`config.mk`:
```
export PLATFORM = sky130hd
export DESIGN_NAME = systolic_skew_feeder
export DESIGN_NICKNAME = d
export VERILOG_FILES = /design/src/rtl/systolic_skew_feeder.sv
export SDC_FILE = /design/constraint.sdc
export NUM_CORES = 1
export LEC_CHECK = 0
export ABC_CLOCK_PERIOD_IN_PS = 1900
export BUFFER_PORTS_ARGS = -buffer_cell sky130_fd_sc_hd__buf_2
export CAP_MARGIN = 20
export CORE_AREA = 5 5 120 145
export CTS_CLUSTER_DIAMETER = 30
export DETAILED_ROUTE_END_ITERATION = 10
export DIE_AREA = 0 0 125 150
export PLACE_DENSITY = 0.6
export SLEW_MARGIN = 20
export SYNTH_ARGS = -nofsm -noshare
export SYNTH_HDL_FRONTEND = slang
export SYNTH_SLANG_ARGS = --single-unit
export TNS_END_PERCENT = 30
```
`constraint.sdc`:
```
create_clock -name clk -period 1.9 [get_ports clk]
set_input_delay 0.38 -clock clk [delete_from_list [all_inputs] [get_ports clk]]
set_output_delay 0.38 -clock clk [all_outputs]
set_load 0.01 [all_outputs]
```
`src/rtl/systolic_skew_feeder.sv`:
```
// Edge feeder sitting directly upstream of an N x N PE array.
//
// Accepts one vector of N activations and N weights per valid/ready beat and re-times it
// into the diagonal wavefront the array expects: row lane i and column lane j are delayed
// by i and j extra cycles. Each lane carries its own fire bit. After the beat tagged with
// in_last, the feeder stops accepting input, lets the skew lines drain, and pulses done
// once the last operand has entered the array.
//
// Ports:
//   clk, rstn      clock; synchronous active-low reset
//   clear          synchronous abort, same effect as reset
//   in_valid/ready input handshake; in_last marks the final vector of a job
//   in_a, in_w     N packed signed bytes (lane i at [8i+7:8i])
//   row_a, row_f   skewed activations and fire, one lane per array row
//   col_w, col_f   skewed weights and fire, one lane per array column
//   busy           high from the first beat of a job through the final flush cycle
//   done           one-cycle pulse at end of job
//   beat_count     vectors accepted in the current or last job (saturating)
module systolic_skew_feeder #(
  parameter int unsigned N  = 4,
  parameter int unsigned CW = 16
) (
  input  logic            clk,
  input  logic            rstn,
  input  logic            clear,
  input  logic            in_valid,
  output logic            in_ready,
  input  logic            in_last,
  input  logic [N*8-1:0]  in_a,
  input  logic [N*8-1:0]  in_w,
  output logic [N*8-1:0]  row_a,
  output logic [N-1:0]    row_f,
  output logic [N*8-1:0]  col_w,
  output logic [N-1:0]    col_f,
  output logic            busy,
  output logic            done,
  output logic [CW-1:0]   beat_count
);

  localparam int unsigned FW = $clog2(N);

  typedef enum logic [1:0] {StIdle, StStream, StFlush, StDone} state_e;

  state_e        state_q, state_d;
  logic [FW-1:0] flush_cnt_q, flush_cnt_d;
  logic [CW-1:0] beat_count_q, beat_count_d;
  logic          beat;

  assign in_ready   = (state_q == StIdle) || (state_q == StStream);
  assign beat       = in_valid && in_ready;
  assign busy       = (state_q == StStream) || (state_q == StFlush);
  assign done       = (state_q == StDone);
  assign beat_count = beat_count_q;

  // The flush counter is loaded with N-1 and FLUSH is held through the cycle it reads zero,
  // so the deepest lane (N cycles of latency) has emitted its last slot before DONE.
  always_comb begin
    state_d      = state_q;
    flush_cnt_d  = flush_cnt_q;
    beat_count_d = beat_count_q;
    case (state_q)
      StIdle: begin
        if (beat) begin
          beat_count_d = CW'(1);
          flush_cnt_d  = FW'(N - 1);
          state_d      = in_last ? StFlush : StStream;
        end
      end
      StStream: begin
        if (beat) begin
          if (beat_count_q != '1) begin
            beat_count_d = beat_count_q + CW'(1);
          end
          if (in_last) begin
            flush_cnt_d = FW'(N - 1);
            state_d     = StFlush;
          end
        end
      end
      StFlush: begin
        if (flush_cnt_q == '0) begin
          state_d = StDone;
        end else begin
          flush_cnt_d = flush_cnt_q - FW'(1);
        end
      end
      StDone: begin
        state_d = StIdle;
      end
      default: begin
        state_d = StIdle;
      end
    endcase
  end

  always_ff @(posedge clk) begin
    if (!rstn || clear) begin
      state_q      <= StIdle;
      flush_cnt_q  <= '0;
      beat_count_q <= '0;
    end else begin
      state_q      <= state_d;
      flush_cnt_q  <= flush_cnt_d;
      beat_count_q <= beat_count_d;
    end
  end

  // Lane i is a shift register of depth i+1 holding {fire, data}. Every cycle shifts; a
  // cycle without a beat inserts a zero slot so lanes stay diagonally aligned. Row lane i
  // and column lane i have identical depth, so they share one fire line.
  for (genvar i = 0; i < N; i++) begin : g_lane
    logic [i:0]      fire_q;
    logic [i:0][7:0] a_q;
    logic [i:0][7:0] w_q;

    always_ff @(posedge clk) begin
      if (!rstn || clear) begin
        fire_q <= '0;
        a_q    <= '0;
        w_q    <= '0;
      end else begin
        fire_q[0] <= beat;
        a_q[0]    <= beat ? in_a[8*i +: 8] : 8'h00;
        w_q[0]    <= beat ? in_w[8*i +: 8] : 8'h00;
        for (int k = 1; k <= i; k++) begin
          fire_q[k] <= fire_q[k-1];
          a_q[k]    <= a_q[k-1];
          w_q[k]    <= w_q[k-1];
        end
      end
    end

    assign row_f[i]         = fire_q[i];
    assign col_f[i]         = fire_q[i];
    assign row_a[8*i +: 8]  = a_q[i];
    assign col_w[8*i +: 8]  = w_q[i];
  end

endmodule
```
## After elaboration in Yosys (flattened, before gate mapping)

Cells that the tools add are included.

- Bits in registers: 190
- Input bits: 69
- Output and inout port bits: 91
- Word-level logic and storage cells: 68

- $add $sub $neg: 2
- Eq/ne operators: 10
- Multiplexer cells: 15
- Bitwise logic cells: 1
- Reduce and logical (&&, ||, !) cells: 13

Operators with widths:

| operator | number |
|---|---|
| 2-to-1 mux 16 bit | 3 |
| one-hot mux 16 bit (2 select lines) | 1 |
| 2-to-1 mux 2 bit | 9 |
| adder 16 x 1 -> 16 bit (second input constant) | 1 |
| != test 16 bit (second input constant) | 1 |
| != test 2 bit (second input constant) | 4 |
| one-hot mux 2 bit (4 select lines) | 1 |
| AND reduction 4 bit | 2 |
| one-hot mux 2 bit (3 select lines) | 1 |
| AND reduction 5 bit | 1 |
| == test 2 bit (second input constant) | 2 |
| logical NOT 2 bit | 2 |
| != test 2 x 1 -> 1 bit (second input constant) | 2 |
| logical OR 1 bit | 3 |
| nonzero test 3 bit | 1 |
| == test 2 x 1 -> 1 bit (second input constant) | 1 |
| nonzero test 2 bit | 1 |
| OR reduction 2 bit | 1 |
| subtractor 2 x 1 -> 2 bit (second input constant) | 1 |
| logical AND 1 bit | 1 |
| logical NOT 1 bit | 1 |
| NOT 1 bit | 1 |

## Depth between registers and ports, before layout

- Depth in word-level cells: 5
- Mapped depth: 8
- Mapped depth without buffers: 7

## Worst setup path before layout

No wires, ideal clock.

- Kind: register to register
- Start: register beat_count_q[0] (netlist: beat_count[0])
- End: register beat_count_q[9] (netlist: beat_count[9])
- Setup time: 0.074 ns
- Arrival: 1.690 ns
- Required time: 1.826 ns
- Slack: 0.136 ns
- Stages on the path, launching flop included: 7
- Path buffers: 0
- Period minus slack after synthesis: 1.764 ns
- Path through: dfxtp_1 -> ha_1 -> nand4_2 -> nor4_4 -> nand2_1 -> a21o_1 -> a31oi_1

- Cells in the longest elaborated chain, start to end: 4
- Elaborated cells between the ends (all ways): 7
- Those cells by class: 1 x add/sub; 2 x eq/ne; 3 x mux; 1 x reduce/logical

Ends and longest elaborated chain:

| what | line | source |
|---|---|---|
| from (decl) | 46 | `logic [CW-1:0] beat_count_q, beat_count_d;` |
| from (signal assigned) | 104 | `beat_count_q <= beat_count_d;` |
| adder 16 x 1 -> 16 bit | 72 | `beat_count_d = beat_count_q + CW'(1);` |
| 2-to-1 mux 16 bit | 71 | `if (beat_count_q != '1) begin` |
| 2-to-1 mux 16 bit | 70 | `if (beat) begin` |
| one-hot mux 16 bit (2 select lines) | 61 | `case (state_q)` |

Parallel ways exist; a longest one is shown, timed or not. The select of a mux whose other input is x is not followed.
A chain may end at the register's enable or synchronous reset.

## Worst setup path after layout

- Start: register state_q[1]
- End: output in_ready

- Cells in the longest elaborated chain, start to end: 2
- Elaborated cells between the ends (all ways): 3
- Those cells by class: 1 x eq/ne; 2 x reduce/logical

Ends and longest elaborated chain:

| what | line | source |
|---|---|---|
| from (decl) | 44 | `state_e state_q, state_d;` |
| from (signal assigned) | 98 | `state_q <= StIdle;` |
| from (signal assigned) | 102 | `state_q <= state_d;` |
| == test 2 x 1 -> 1 bit or logical NOT 2 bit (tied branches) | 49 | `assign in_ready = (state_q == StIdle) \|\| (state_q == StStream);` |
| logical OR 1 bit (*) | 49 |  |
| to (decl) | 27 | `output logic in_ready,` |

Every way passes the cells marked *; elsewhere a longest branch is shown, timed or not.

==> results.toml <==
[die]
die-area_um2 = 18800
core-area_um2 = 15900
pin_count = 160
die_x_um = 125
row_count = 51
fp.dieH_um = 150
start_util_pct = 37.9

[final_layout]
stdcell_count = 896
syn_to_final_growth_pct = 21.4
drive_gt1_share_pct = 32.1
nets = 744

[sta]
fmaxAchievable_mhz = 535
rsz0062_at_grt = "yes"
holdWs_ns = 0.187
tightest_slew_ns = 0.517
maxSlewViolCount = 0
maxSlewHeadroom_pct = 65.4
min_period_ns = 1.87
setup_viol = 0
fin_skew_ns = 0.00792
hold_viol = 0
fin_crit_sh_pct = 98.3

[global_routing]
grt_use_total_pct = 13.4
grt_pass1_vias = 4093
grt_start_max_net_pins = 87
grt_antenna_before_repair = 3
grt_pass1_wl_um = 20000
grt_overflow = 0

[route]
drc = 0
ant_nets = 0
vias = 4055
routedWlPerCell_um = 13.6
avgViaCountPerCell = 4.53
drt-total-wl_um = 12200
drtPass1Iterations = 4
drtIter0Drc = 154

[placed_design]
dp.cells = 861
io_buffers = 159
gp_congestion = 0.784
detailed_place_hpwl_um = 8660

[yosys]
synth_warnings = 0
synthesis.area_um2 = 6030
yosysTopAreaCellShare_pct = 61.1
synth-seq-cells = 184
synth_edf_count = 0
yosysUniqueCellTypes = 37
synth_top_cell_by_area = "dfxtp_1"
syn_inst = 562
synthFlopType = "dfxtp_1"
yosys-top-cells-count = "184 x dfxtp_1, 102 x and2_1, 64 x and3_1"
synth-seq-area-share_pct = 61.1
avgSynthCellArea_um2 = 10.7
synthTopCellsByArea = "dfxtp_1 61%, and2_1 11%, and3_1 6.6%, buf_4 6.6%, clkbuf_1 1.9%"
syn_nets = 637
synthArstFlopShare_pct = 0
yosysMostFrequentCell = "dfxtp_1"

[critical_path]
crit_type = "reg -> out"
crit_arrival_ns = 1.49
crit_buf_inv = 2
start_kind = "flip-flop"
crit_required_ns = 1.52
path_max_fanout = 5
cp_cell_sequence = "inv_1 -> ha_1 -> or2_1 -> buf_2"
end_kind = "output port"
worst_path_largest_cell_delay_ns = 0.36
worst_path_dominant_cell_family = "flip-flops"
r2r_start = "beat_count[0]"
critical_path.startpoint = "state_q[1]"
crit_slowest_cell = "dfxtp_2"

[clocking]
cts_buffers = 17
cts.sink_count = 184
cts.htree.levels = 4
cts_tree = "yes"
root_buffer = "clkbuf_16"
cts_hold_buf = 0
clk_latency_ns = 0.41
clk_pin_slew_worst_paths_ns = 0.07
clk_path_buf_depth = 2

[pwr]
peakVddDrop_mv = 0.459
total_power_w = 0.00772
p_leak_nw = 3.56
powerDensity_nw_per_um2 = 1050

[run_status]
outcome = "finished, final reports clean"

[run]
cap_violations = 0

[min_path]
hp-class = "in -> reg"
min-delay-start = "in_w[24]"
[per-stage QoR]
step           util, %  TNS (ns)  area (um2)  worst slack, ns
6_report          46.0         0        7320           0.0318
3_5_place_dp      42.1         0        6690          0.00212
5_1_grt           46.0   -0.0962        7320          -0.0403
2_1_floorplan        -         0        6030            0.136
3_3_place_gp      42.1   -0.0849        6690          -0.0735
4_1_cts           45.8         0        7280          0.00892
[power by group]
| group | internal (W) | switching [W] |
|---|---|---|
| clock | 0.00195 | 0.00147 |
| sequential | 0.00392 | 0.0000201 |
| combinational | 0.000151 | 0.000206 |
[placed cells by master (no fill, tap or decap), types with 4 or more instances in the layout]
cell type  Yosys  final
a211oi_1       4      4
a21oi_1       17     16
a31oi_1        5      5
and2_1       102    101
and3_1        64     64
buf_2          0    159
buf_4         53     10
clkbuf_16      0     17
clkinv_2       0      4
dfxtp_1      184    179
dfxtp_2        0      5
ha_1           6      4
inv_1          6      6
mux2i_1        5      5
nand2_1       20     19
nand3_1       12     12
nand4_1        4      4
nor2_1        13     13
o21ai_0        4      4
[metal layers]
layer  GRT usage, %  routed length (um)
met1           14.6                5070
met5              0                  12
met2           22.8                6070
met3           4.71                 753
met4           7.10                 326
[worst paths after layout]
check / end / slack (ns) / cells past startpoint
setup / recovery: in_ready / 0.03 / 4
hold / removal: g_lane[3].w_q[0] / 0.19 / 2
setup reg to reg: beat_count[3] / 0.10 / 7
hold reg to reg: g_lane[3].w_q[20] / 0.42 / 1
[cell families (layout without fill, tap and decap cells)]
group,Yosys count,after routing,share of synthesized area (%)
adder cells (fa/ha/maj),6,6,1.25
AND/OR/NAND/NOR,236,236,23.7
buffers and inverters,90,210,8.91
flip-flops,184,184,61.1
AO/OA/AOI/OAI,41,41,4.19
multiplexers,5,5,0.831
other,0,2,0
[timing repair]
item / CTS / global route
buffers inserted: 0 / 1
endpoints found under the hold margin: 0 / 0
cloned: 0 / 0
pin swaps: 1 / 1
endpoints found under the setup margin: 3 / 15
resized for setup: 6 / 6
[cell type report]
cell class                 count  area [um2]
antenna                        2        5.00
clock buffer                  19         433
clock inverter                13         143
fill                        1512        8570
inverter                       7        26.3
multi-input combinational    288        1840
sequential                   184        3690
tap                          212         265
timing repair buffer         171         911
[sequential cells by signal, indices dropped and copies added (netlist names)]
name,count
state_q,2
beat_count,16
g_lane.w_q,56
col_w,24
g_lane.a_q,56
row_a,24
g_lane.fire_q,4
flush_cnt_q,2
No activity file was read; power rests on OpenSTA's default activity.
